File: config.mk
export PLATFORM = sky130hd
export DESIGN_NAME = hs_skid_fifo
export DESIGN_NICKNAME = d
export VERILOG_FILES = /design/src/rtl/hs_utils_pkg.sv /design/src/rtl/hs_buf_mem.sv /design/src/rtl/hs_skid_fifo.sv
export SDC_FILE = /design/constraint.sdc
export NUM_CORES = 1
export LEC_CHECK = 0
export ABC_AREA = 1
export CORE_AREA = 5 5 42 44
export CTS_BUF_LIST = sky130_fd_sc_hd__clkbuf_4
export DETAILED_ROUTE_END_ITERATION = 10
export DIE_AREA = 0 0 47 49
export HOLD_SLACK_MARGIN = 0.03
export PLACE_DENSITY = 0.64
export SLEW_MARGIN = 20
export SYNTH_ARGS = -nofsm -noshare
export SYNTH_HDL_FRONTEND = slang
export SYNTH_SLANG_ARGS = --single-unit
File: constraint.sdc
create_clock -name clk_core -period 4.74 [get_ports clk_core]
set_clock_uncertainty 0.1 [all_clocks]
set_input_delay 1.422 -clock clk_core [delete_from_list [all_inputs] [get_ports clk_core]]
set_output_delay 1.422 -clock clk_core [all_outputs]
set_load 0.05 [all_outputs]
File: src/rtl/hs_utils_pkg.sv
// Shared handshake-buffer types and sizing helpers.
package hs_utils_pkg;

    typedef enum logic {
        HS_BUF_REGISTERED  = 1'b0,
        HS_BUF_FALLTHROUGH = 1'b1
    } hs_buf_mode_e;

    // Width needed to hold an occupancy value in 0..depth.
    function automatic int hs_cnt_w(input int depth);
        return $clog2(depth + 1);
    endfunction

endpackage

File: src/rtl/hs_buf_mem.sv
// Storage for hs_skid_fifo: one synchronous write port, one asynchronous read port.
// Contents are intentionally not reset; validity is tracked by the owner's count.
module hs_buf_mem #(
    parameter int WIDTH = 1,
    parameter int DEPTH = 2
) (
    input  logic                     clk_core,
    input  logic                     wr_en,
    input  logic [$clog2(DEPTH)-1:0] wr_addr,
    input  logic [WIDTH-1:0]         wr_data,
    input  logic [$clog2(DEPTH)-1:0] rd_addr,
    output logic [WIDTH-1:0]         rd_data
);

    logic [WIDTH-1:0] mem [DEPTH];

    // Write the addressed entry on the rising edge when enabled.
    always_ff @(posedge clk_core) begin
        if (wr_en) mem[wr_addr] <= wr_data;
    end

    assign rd_data = mem[rd_addr];

endmodule

File: src/rtl/hs_skid_fifo.sv
// Elastic ready/valid buffer of DEPTH entries with optional fall-through when empty.
// in_ready is derived from registered count (plus flush), so no out_ready->in_ready path.
module hs_skid_fifo
    import hs_utils_pkg::*;
#(
    parameter int           WIDTH    = 1,
    parameter int           DEPTH    = 2,
    parameter hs_buf_mode_e MODE     = HS_BUF_FALLTHROUGH,
    parameter int           AF_LEVEL = DEPTH - 1
) (
    input  logic                           clk_core,
    input  logic                           rst_core_n,
    input  logic                           flush_req,
    output logic                           stall,
    input  logic [WIDTH-1:0]               in,
    input  logic                           in_valid,
    output logic                           in_ready,
    output logic [WIDTH-1:0]               out,
    output logic                           out_valid,
    input  logic                           out_ready,
    output logic [hs_cnt_w(DEPTH)-1:0]     count,
    output logic                           almost_full
);

    localparam int             AW      = $clog2(DEPTH);
    localparam int             CW      = hs_cnt_w(DEPTH);
    localparam logic [CW-1:0]  DEPTH_C = CW'(DEPTH);
    localparam logic [CW-1:0]  AF_C    = CW'(AF_LEVEL);

    if (DEPTH < 2 || (DEPTH & (DEPTH - 1)) != 0) begin : g_bad_depth
        $error("hs_skid_fifo: DEPTH must be a power of two and >= 2");
    end
    if (AF_LEVEL < 1 || AF_LEVEL > DEPTH) begin : g_bad_af
        $error("hs_skid_fifo: AF_LEVEL must be in 1..DEPTH");
    end

    logic [AW-1:0]    wr_ptr;
    logic [AW-1:0]    rd_ptr;
    logic [WIDTH-1:0] rd_data;
    logic             empty;
    logic             pass_thru;
    logic             push;
    logic             pop;
    logic             bypass;
    logic             wr_en;
    logic             rd_adv;
    logic [CW-1:0]    count_nxt;

    assign empty     = (count == '0);
    assign pass_thru = (MODE == HS_BUF_FALLTHROUGH) && empty;
    assign in_ready  = (count != DEPTH_C) & ~flush_req;
    assign stall     = ~in_ready;

    // Output mux: bypass input directly when empty in fall-through mode, else head of storage.
    always_comb begin
        out       = rd_data;
        out_valid = ~empty & ~flush_req;
        if (pass_thru) begin
            out       = in;
            out_valid = in_valid & ~flush_req;
        end
    end

    assign push      = in_valid & in_ready;
    assign pop       = out_valid & out_ready;
    // A bypassed beat goes straight through and never touches storage or pointers.
    assign bypass    = pass_thru & push & pop;
    assign wr_en     = push & ~bypass & rst_core_n;
    assign rd_adv    = pop & ~bypass;
    assign count_nxt = count + CW'(wr_en) - CW'(rd_adv);

    hs_buf_mem #(
        .WIDTH (WIDTH),
        .DEPTH (DEPTH)
    ) u_mem (
        .clk_core (clk_core),
        .wr_en    (wr_en),
        .wr_addr  (wr_ptr),
        .wr_data  (in),
        .rd_addr  (rd_ptr),
        .rd_data  (rd_data)
    );

    // Pointer, occupancy and almost_full registers; reset and flush both empty the buffer.
    always_ff @(posedge clk_core) begin
        if (!rst_core_n || flush_req) begin
            wr_ptr      <= '0;
            rd_ptr      <= '0;
            count       <= '0;
            almost_full <= 1'b0;
        end else begin
            if (wr_en)  wr_ptr <= wr_ptr + AW'(1);
            if (rd_adv) rd_ptr <= rd_ptr + AW'(1);
            count       <= count_nxt;
            almost_full <= (count_nxt >= AF_C);
        end
    end

endmodule

Yosys cells after proc, flatten, opt, wreduce, memory -nomap -nowiden
Memories as Yosys holds them, arrays and structs flattened. A register that Yosys moved wholly into a read port is not among the register bits. Index checks and enable logic that the tools add are counted.

Register bits after elaboration: 5. Latch bits: 0. Memory bits (writable): 2. Memory bits (read-only): 0. Output and inout port bits: 7. Memories kept: 1.

Memories: u_mem.mem (words 2, width 1, rd ports 1, clocked after Yosys merged registers in 1, wr ports 1, line hs_buf_mem.sv:15) `logic [WIDTH-1:0] mem [DEPTH];`.

Add/subtract/negate cells: 4. $mul: 0. Div/mod/pow operators: 0. $lt $le $gt $ge: 1. Eq/ne operators: 1. Shifts and indexed selects: 0. Multiplexer cells: 6. Bitwise gates (word level): 14. Reduce and logical (&&, ||, !) cells: 3.

Operator list (count): $and 1x1->1 (10); $mux 1 (6); $not 1->1 (4); $add 1x1->1 const B (2); $add 2x1->2 (1); $ge 2x1->1 const B (1); $logic_not 2->1 (1); $ne 2x2->1 const B (1); $sub 2x1->2 (1); $logic_not 1->1 (1); $logic_or 1x1->1 (1).

Logic depth before layout (Yosys ltp)
Gate-level depths: netlist of run 1.

Depth in word-level cells: 12. Gate-level depth with buffers: 12.

By module
A second synthesis of run 1 with hierarchy kept.

Cell total of the unflattened synthesis: 51. Area total of the unflattened synthesis: 391.6 sq um.

Modules (own cells, without submodules): hs_skid_fifo (times used 1, cells each 41, area an instance 299.0 sq um); hs_buf_mem (times used 1, cells each 10, area an instance 92.6 sq um).

Worst setup path after synthesis of run 1
No wires, ideal clock.

Path kind: input to output. From: in flush_req. To: out in_ready. Arrival: 2.259 ns. Data required time: 3.218 ns. Path slack: 0.959 ns. Stages on the path: 3. Cell sequence: inv_2 > nand2_1 > inv_1.

Word-level cells in the longest chain between the ends: 2.

RTL lines: start, declared (line hs_skid_fifo.sv:13) `input logic flush_req,`; $not 1->1 (line hs_skid_fifo.sv:51) `assign in_ready = (count != DEPTH_C) & ~flush_req;`; $and 1x1->1 (line hs_skid_fifo.sv:51); end, declared (line hs_skid_fifo.sv:17) `output logic in_ready,`.

Every way passes these cells.

Worst setup path after layout of run 1
From: in in_valid. To: out out_valid.

Word-level cells in the longest chain between the ends: 2.

RTL lines: start, declared (line hs_skid_fifo.sv:16) `input logic in_valid,`; $and 1x1->1 (line hs_skid_fifo.sv:60) `out_valid = in_valid & ~flush_req;`; $mux 1 (line hs_skid_fifo.sv:58) `if (pass_thru) begin`; end, declared (line hs_skid_fifo.sv:19) `output logic out_valid,`.

Every way passes these cells.

==> flow_summary.yaml, run 1 <==
outcome:
  outcome: "complete, no violations"
clock_network:
  cts_buffer_depth: 2
  path_clk_slew_ps: 50
  htreeDepth: 1
  cts_tree: "built"
  post_cts_buffers: 0
  cts-buffers-inserted: 3
  holdBufCountCts: 0
  cts-root-buf: "clkbuf_4"
  clock_latency_ps: 260
  cts.sinks: 8
  postCtsResizedCells: 0
synthesis:
  netlist_area_um2: 430
  synth_compound_area_frac: 0.0756
  synthAdderAreaFrac: 0.0581
  synthArstFlopShare: 0
  syn-num-nets: 60
  synth_top_family_by_area: "simple AND/OR/NAND/NOR gates"
  syn_inst: 52
  synth_xor_area_frac: 0.0407
  syn_avg_cell_area_um2: 8.28
  synth_warnings: 0
  synth_enable_flop_cells: 2
  synth_seq_cells: 8
  synth_mux_area_frac: 0
  netlist-cell-type-count: 16
  synth_ff_type: "dfxtp_1"
  synth-seq-area-share: 0.419
  yosys.area_share.simple: 0.294
global_route:
  antenna_found_initial: 0
  track_usage: 0.0976
  gr-total-overflow: 0
  grt_pass1_wl_mm: 1.50
  first_global_vias: 371
  grt_start_max_net_pins: 6
power:
  ir_drop_v: 0.000157
  p_switching_mw: 0.0434
  power_mw: 0.163
  power_frac_seq: 0.441
  p_per_area_nw_per_um2: 276
  p_comb_frac: 0.175
  internal_power_mw: 0.120
  switching_share: 0.266
  clkPwrFrac: 0.383
  p_leak_nw: 0.304
sta:
  tightest_slew_ps: 498
  slew_viol_final: 0
  fmax_mhz: 258
  hold_viol: 0
  finalCriticalPeriod_ps: 3870
  fin_crit_sh: 0.817
  rsz0062_at_grt: "no"
  relSlewSlack: 0.667
  setup_viol: 0
  fin_setup_tns_ps: 0
final_layout:
  drive_gt1_frac: 0.265
  n_antenna_cell: 0
  fin_nets: 77
  areaGrowthSynthToFinish_pct: 37.2
  fillerInstances: 165
  layout_common_cells: "inv_1 (10), nand2_1 (8), clkdlybuf4s50_1 (8)"
  final_common_cell: "inv_1"
setup_path:
  critPathKind: "in -> out"
  crit_family: "buffers and inverters"
  setup.worst_path.end_class: "output pin"
  crit_arrival_ps: 2350
  slowest_stage: "clkdlybuf4s50_1"
  r2r-start: "count[0]$_SDFF_PP0_"
  path_cells: "clkdlybuf4s50_1 -> nor2_1 -> nor2_1 -> buf_4"
  path_depth: 4
  start_kind: "primary input"
  endpoint: "out_valid"
  r2r_slack_ps: 2790
  r2r_cells: 12
  crit_buf_inv: 2
  r2r-end: "almost_full$_SDFF_PP0_"
  crit_top_cell: "nor2_1"
  slowest_delay_ps: 560
  worst-path-max-fanout: 3
  startpoint: "in_valid"
  cp.required_ps: 3220
route:
  wirelength_um: 847
  first_pass_iters: 2
  drcViolationCount: 0
  wl_per_cell_um: 10.1
  drt_iter0_drc: 3
  vias: 360
  viasPerCell: 4.29
  ant_nets: 0
place:
  io_buffers: 12
  dp_hpwl_um: 693
  gp_congestion: 0.701
floorplanning:
  dieArea_um2: 2300
  rows: 14
  chipHeight_um: 49
  pin_count: 13
  fp.dieW_um: 47
  core_um2: 1400
  start_util: 0.307
flow_run:
  max_cap_viol_count: 0
hold_path:
  hp-class: "reg -> reg"
-- tightest hold or removal path, cell delays in order (launching register included) --
cell	delay, ps
dfxtp_1	310
nand2_1	80
a21oi_1	60
-- logic make-up (layout without fill, tap and decap cells) --
group                      count (synthesis)  count (layout)
and+or+nand+nor                           21              21
buffers and inverters                     13              29
DFF                                        8               8
AOI/OAI and AO/OA                          6               6
adders and majority gates                  2               2
xor gates and xnor gates                   2               2
-- stage by stage --
step           hold WS [ps]  cells   util  area (um^2)  worst slack (ps)
6_report                398     84  0.421          591               868
5_1_grt                 431     84  0.421          591               787
4_1_cts                 396     84  0.421          591               864
3_5_place_dp            387     80  0.400          561               871
3_3_place_gp            374     80  0.400          561               864
2_1_floorplan           363     52      -          430               959
-- Yosys cell counts, types with 2 or more instances --
cell / n / area [um^2]
inv_2: 3 / 11.3
nor2_4: 2 / 22.5
xor2_1: 2 / 17.5
ha_1: 2 / 25.0
a21oi_1: 3 / 15.0
o21ai_0: 2 / 10.0
nor2_1: 5 / 18.8
nand2_2: 3 / 18.8
dfxtp_1: 6 / 120
edfxtp_1: 2 / 60.1
nand2_1: 8 / 30.0
inv_1: 10 / 37.5
-- power by group through the flow --
stage          combinational (mW)  clock, mW  sequential (mW)
2_1_floorplan              0.0158          0           0.0752
3_3_place_gp               0.0285          0           0.0734
3_5_place_dp               0.0289          0           0.0734
4_1_cts                    0.0290     0.0658           0.0719
5_1_grt                    0.0306     0.0712           0.0720
6_report                   0.0286     0.0625           0.0720
-- layout make-up --
cell class | count | area (um^2) | area share
Clock buffer | 4 | 30.0 | 0.0508
Inverter | 13 | 48.8 | 0.0826
Multi-Input combinational cell | 31 | 201 | 0.341
Sequential cell | 8 | 180 | 0.305
Tap cell | 16 | 20.0 | 0.0339
Timing Repair Buffer | 12 | 110 | 0.186
-- metal layers --
metal,wire length [um],global-route usage,vias up
li1,-,-,193
met1,332,0.0958,154
met2,416,0.140,9
met3,51,0.0554,4
met4,47,0.0829,0
met5,0,0,-
-- worst min-delay path by stage --
stage                              from                   to  slack [ps]  depth (start not counted)
finish              rd_ptr$_SDFFE_PP0P_  rd_ptr$_SDFFE_PP0P_         400                          2
global route        rd_ptr$_SDFFE_PP0P_  rd_ptr$_SDFFE_PP0P_         430                          2
CTS                 rd_ptr$_SDFFE_PP0P_  rd_ptr$_SDFFE_PP0P_         400                          2
detailed placement  rd_ptr$_SDFFE_PP0P_  rd_ptr$_SDFFE_PP0P_         390                          2
global placement    rd_ptr$_SDFFE_PP0P_  rd_ptr$_SDFFE_PP0P_         370                          2
floorplan           rd_ptr$_SDFFE_PP0P_            flip-flop         360                          2
(Power assumes the default switching activity.)
==> inputs of run 2 (changes only) <==
- clock period: 4.74 -> 3.9 ns (I/O delays scaled with it)
==> flow_summary.yaml, run 2 (synthesis results as in run 1) <==
outcome:
  outcome: "complete, no violations"
global_route:
  first_global_vias: 387
  gr-total-overflow: 0
  track_usage: 0.0926
  grt_start_max_net_pins: 6
  grt_pass1_wl_mm: 1.52
  antenna_found_initial: 0
sta:
  slew_viol_final: 0
  finalCriticalPeriod_ps: 3430
  fmax_mhz: 291
  setup_viol: 0
  hold_viol: 0
  fin_setup_tns_ps: 0
  relSlewSlack: 0.668
  rsz0062_at_grt: "no"
  fin_crit_sh: 0.880
  tightest_slew_ps: 497
clock_network:
  cts_buffer_depth: 2
  htreeDepth: 1
  holdBufCountCts: 0
  cts-buffers-inserted: 3
  cts.sinks: 8
  path_clk_slew_ps: 60
  cts_tree: "built"
  postCtsResizedCells: 0
  post_cts_buffers: 0
  clock_latency_ps: 250
  cts-root-buf: "clkbuf_4"
power:
  p_leak_nw: 0.321
  p_per_area_nw_per_um2: 318
  ir_drop_v: 0.000149
final_layout:
  layout_common_cells: "inv_1 (10), nand2_1 (8), clkdlybuf4s50_1 (8)"
  fillerInstances: 147
  ff_latch_area_um2: 180
  n_antenna_cell: 0
  final_common_cell: "inv_1"
  fin_nets: 77
  multi_input_area_um2: 201
  areaGrowthSynthToFinish_pct: 48.8
  drive_gt1_frac: 0.265
  layoutNonFillerInstCount: 84
route:
  wl_met1_um: 349
  drcViolationCount: 0
  wirelength_um: 884
  wl_met3_um: 63
  drt_iter0_drc: 3
  ant_nets: 0
  vias: 364
  wl_per_cell_um: 10.5
  wl_met2_um: 462
  viasPerCell: 4.33
  first_pass_iters: 2
  highest_layer: "met4"
floorplanning:
  core_um2: 1400
  pin_count: 13
  dieArea_um2: 2300
  rows: 14
  fp.dieW_um: 47
  start_util: 0.307
  chipHeight_um: 49
flow_run:
  max_cap_viol_count: 0
setup_path:
  setup.worst_path.end_class: "output pin"
  r2r_slack_ps: 1930
  slowest_stage: "clkdlybuf4s50_1"
  path_cells: "clkdlybuf4s50_1 -> inv_2 -> nand2_1 -> inv_1 -> buf_12"
  critPathKind: "in -> out"
  worst-path-max-fanout: 4
  crit_arrival_ps: 2160
  start_kind: "primary input"
  cp.required_ps: 2630
  slowest_delay_ps: 520
place:
  dp_hpwl_um: 759
  gp_congestion: 0.663
  io_buffers: 12
  dpl.cell_count: 80
hold_path:
  hp-class: "reg -> reg"
[run 2: changes by cell type in the layout (fill, tap and decap cells not counted)]
cell,delta
buf_4,-4
buf_12,+4
[run 2: final cells by class]
class / count / area share
inverter: 13 / 0.0762
multi-input combinational: 31 / 0.314
clock buffer: 4 / 0.0469
sequential: 8 / 0.281
timing repair buffer: 12 / 0.250
tap: 16 / 0.0313
[run 2: metrics by stage]
stage                     hold slack [ps]  utilization  setup WS, ps  power (mW)  cell area, um^2
final                                 387        0.457           468       0.204              641
after global routing                  415        0.457           429       0.216              641
after CTS                             385        0.457           473       0.208              641
after detailed placement              381        0.436           477       0.132              611
after global placement                374        0.436           467       0.131              611
after floorplan                       363            -           623       0.111              430
[run 2: layer usage]
metal	GRT usage	vias up
li1	-	193
met1	0.0956	159
met2	0.147	10
met3	0.0517	2
met4	0.0415	0
met5	0	-
[run 2: power by group]
part / internal (mW) / switching (mW)
Clock: 0.0461 / 0.0277
Sequential: 0.0864 / 0.000999
Combinational: 0.0189 / 0.0237
Total: 0.151 / 0.0525
[run 2: worst max-delay path: cells and delay by family]
| family | cells | cell delay [ps] |
|---|---|---|
| and+or+nand+nor | 1 | 150 |
| buffers and inverters | 4 | 840 |
[run 2: worst paths after layout]
kind / startpoint / to / cells past startpoint
worst max-delay path: flush_req / in_ready / 5
worst min-delay path: rd_ptr$_SDFFE_PP0P_ / flip-flop / 2
worst max register to register: count[0]$_SDFF_PP0_ / almost_full$_SDFF_PP0_ / 12
worst min register to register: rd_ptr$_SDFFE_PP0P_ / flip-flop / 2
==> edit: new RTL, flow settings as in run 2 <==
Put one more register stage on the output `count`. The value now appears one clock later. The other outputs are not delayed to match. Comments in the files are not updated.
--- a/src/rtl/hs_skid_fifo.sv
+++ b/src/rtl/hs_skid_fifo.sv
@@ -27,6 +27,8 @@
     localparam logic [CW-1:0]  DEPTH_C = CW'(DEPTH);
     localparam logic [CW-1:0]  AF_C    = CW'(AF_LEVEL);
 
+    logic [hs_cnt_w(DEPTH)-1:0] count_s0;
+
     if (DEPTH < 2 || (DEPTH & (DEPTH - 1)) != 0) begin : g_bad_depth
         $error("hs_skid_fifo: DEPTH must be a power of two and >= 2");
     end
@@ -46,9 +48,9 @@
     logic             rd_adv;
     logic [CW-1:0]    count_nxt;
 
-    assign empty     = (count == '0);
+    assign empty     = (count_s0 == '0);
     assign pass_thru = (MODE == HS_BUF_FALLTHROUGH) && empty;
-    assign in_ready  = (count != DEPTH_C) & ~flush_req;
+    assign in_ready  = (count_s0 != DEPTH_C) & ~flush_req;
     assign stall     = ~in_ready;
 
     // Output mux: bypass input directly when empty in fall-through mode, else head of storage.
@@ -67,7 +69,7 @@
     assign bypass    = pass_thru & push & pop;
     assign wr_en     = push & ~bypass & rst_core_n;
     assign rd_adv    = pop & ~bypass;
-    assign count_nxt = count + CW'(wr_en) - CW'(rd_adv);
+    assign count_nxt = count_s0 + CW'(wr_en) - CW'(rd_adv);
 
     hs_buf_mem #(
         .WIDTH (WIDTH),
@@ -86,15 +88,19 @@
         if (!rst_core_n || flush_req) begin
             wr_ptr      <= '0;
             rd_ptr      <= '0;
-            count       <= '0;
+            count_s0    <= '0;
             almost_full <= 1'b0;
         end else begin
             if (wr_en)  wr_ptr <= wr_ptr + AW'(1);
             if (rd_adv) rd_ptr <= rd_ptr + AW'(1);
-            count       <= count_nxt;
+            count_s0    <= count_nxt;
             almost_full <= (count_nxt >= AF_C);
         end
     end
 
+    always_ff @(posedge clk_core) begin
+        count <= count_s0;
+    end
+
 endmodule
 
Behaviour: not the same (Yosys sat finds a counterexample within 4 cycles, from zero or initial values).
==> edit against run 2 <==
Setup slack improved by 3.2 ps; wire length fell by 11%; design area rose by 6.3%; power rose by 12%; register-to-register slack improved by 20 ps; fmax barely moved; largest power group unchanged; count of clock-buffer cells in the layout did not move; global-route usage fell by 0.13 points; clock power rose by 5.7%; sequential cell count rose by 2; area after synthesis rose by 9.3%; synthesized cell count rose by 3.8%; first-iteration DRC count rose by 100%.
==> edit: results (changes against run 2) <==
<table>
<tr><th>Metric</th><th>Value</th></tr>
<tr><th colspan="2">Global routing</th></tr>
<tr><td>Via count of the first global-routing pass</td><td>378 (-2.3%)</td></tr>
<tr><td>Global-route met3 utilization</td><td>0.0332 (-0.0185)</td></tr>
<tr><td>Largest net degree at the start of global routing</td><td>7 (+1)</td></tr>
<tr><td>Global-route wire length before repair</td><td>1500 µm (-1.4%)</td></tr>
<tr><td>Met2 layer usage reported by global route</td><td>0.122 (-0.0249)</td></tr>
<tr><td>Global routing usage on met1</td><td>0.114 (+0.0183)</td></tr>
<tr><td>Total global routing track utilization</td><td>0.0913 (-0.00128)</td></tr>
<tr><th colspan="2">Route</th></tr>
<tr><td>Via density per instance</td><td>4.19 (-3.4%)</td></tr>
<tr><td>Met2 routed WL</td><td>312 µm (-32%)</td></tr>
<tr><td>Total routed wire length on the met1 layer</td><td>378 µm (+8.3%)</td></tr>
<tr><td>Detailed Route Iter0 Violations</td><td>6 (+3)</td></tr>
<tr><td>Wire length per cell</td><td>9.15 µm (-13%)</td></tr>
<tr><th colspan="2">Synthesis</th></tr>
<tr><td>Syn nets</td><td>62 (+3.3%)</td></tr>
<tr><td>Most frequent cells after synthesis</td><td>10 x sky130_fd_sc_hd__inv_1, 8 x sky130_fd_sc_hd__dfxtp_1, 8 x sky130_fd_sc_hd__nand2_1</td></tr>
<tr><td>Sequential share of the synthesized area</td><td>0.468 (+0.0495)</td></tr>
<tr><td>Main area contributors after synthesis</td><td>sky130_fd_sc_hd__dfxtp_1 34%, sky130_fd_sc_hd__edfxtp_1 13%, sky130_fd_sc_hd__inv_1 8.0%</td></tr>
<tr><th colspan="2">Outcome</th></tr>
<tr><td>Result of the run</td><td>finished clean</td></tr>
<tr><th colspan="2">STA</th></tr>
<tr><td>Worst Max-Slew Pin Slew</td><td>492 ps (-4.66 ps)</td></tr>
<tr><th colspan="2">Placement</th></tr>
<tr><td># placed instances</td><td>82 (+2.5%)</td></tr>
<tr><td>Final GP Congestion</td><td>0.702 (+5.8%)</td></tr>
<tr><td>HPWL reported at the end of detailed placement</td><td>654 µm (-14%)</td></tr>
<tr><td>Cell Area, Placed</td><td>651 µm² (+6.6%)</td></tr>
<tr><th colspan="2">Power</th></tr>
<tr><td>Static power due to leakage</td><td>0.337 nW (+5.0%)</td></tr>
<tr><td>VDD IR-drop max</td><td>0.184 mV (+23%)</td></tr>
<tr><th colspan="2">Clock tree</th></tr>
<tr><td>Num Clock Sinks</td><td>10 (+2)</td></tr>
<tr><th colspan="2">Finish</th></tr>
<tr><td>Share of final-layout standard cells stronger than drive strength 1</td><td>0.257 (-0.00756)</td></tr>
</table>
-- edit: power by group --
| group | switching [W] | total (W) | internal, W |
|---|---|---|---|
| Combinational | 0.0000231 | 0.0000420 | 0.0000189 |
| Sequential | 0.00000109 | 0.000108 | 0.000107 |
| Clock | 0.0000317 | 0.0000780 | 0.0000463 |
| Total | 0.0000559 | 0.000228 | 0.000172 |
-- edit: layout make-up --
cell class	instances	area (µm²)
Sequential cell	10	220
Tap cell	16	20.0
Clock buffer	4	30.0
Timing Repair Buffer	12	160
Multi-Input combinational cell	31	201
Fill cell	147	721
Inverter	13	48.8
-- edit: metrics by stage --
stage | utilization | power, W
after floorplan | - | 0.000132
after global placement | 0.464 | 0.000152
after detailed placement | 0.464 | 0.000153
after CTS | 0.486 | 0.000233
after global routing | 0.486 | 0.000242
final | 0.486 | 0.000228
-- edit: logic make-up (layout without fill, tap and decap cells) --
logic type	after synthesis	in the layout	share of synthesized area
XOR/XNOR	2	2	0.0372
adder cells (fa/ha/maj)	2	2	0.0532
buffers and inverters	13	29	0.104
flip-flops	10	10	0.468
AO/OA/AOI/OAI	6	6	0.0691
AND/OR/NAND/NOR	21	21	0.269
-- edit: path summary, 6_finish.rpt --
check / startpoint / to / slack [ps] / cells past startpoint
max: flush_req / in_ready / 470 / 5
min: count_s0[0] / count[0] / 350 / 0
max reg2reg: count_s0[0] / almost_full / 1950 / 12
min reg2reg: count_s0[0] / count[0] / 350 / 0
-- edit: worst max-delay path, stage by stage --
cell and delay, ps:
sky130_fd_sc_hd__clkdlybuf4s50_1 540, sky130_fd_sc_hd__inv_2 90, sky130_fd_sc_hd__nand2_1 130, sky130_fd_sc_hd__inv_1 90
sky130_fd_sc_hd__buf_12 150
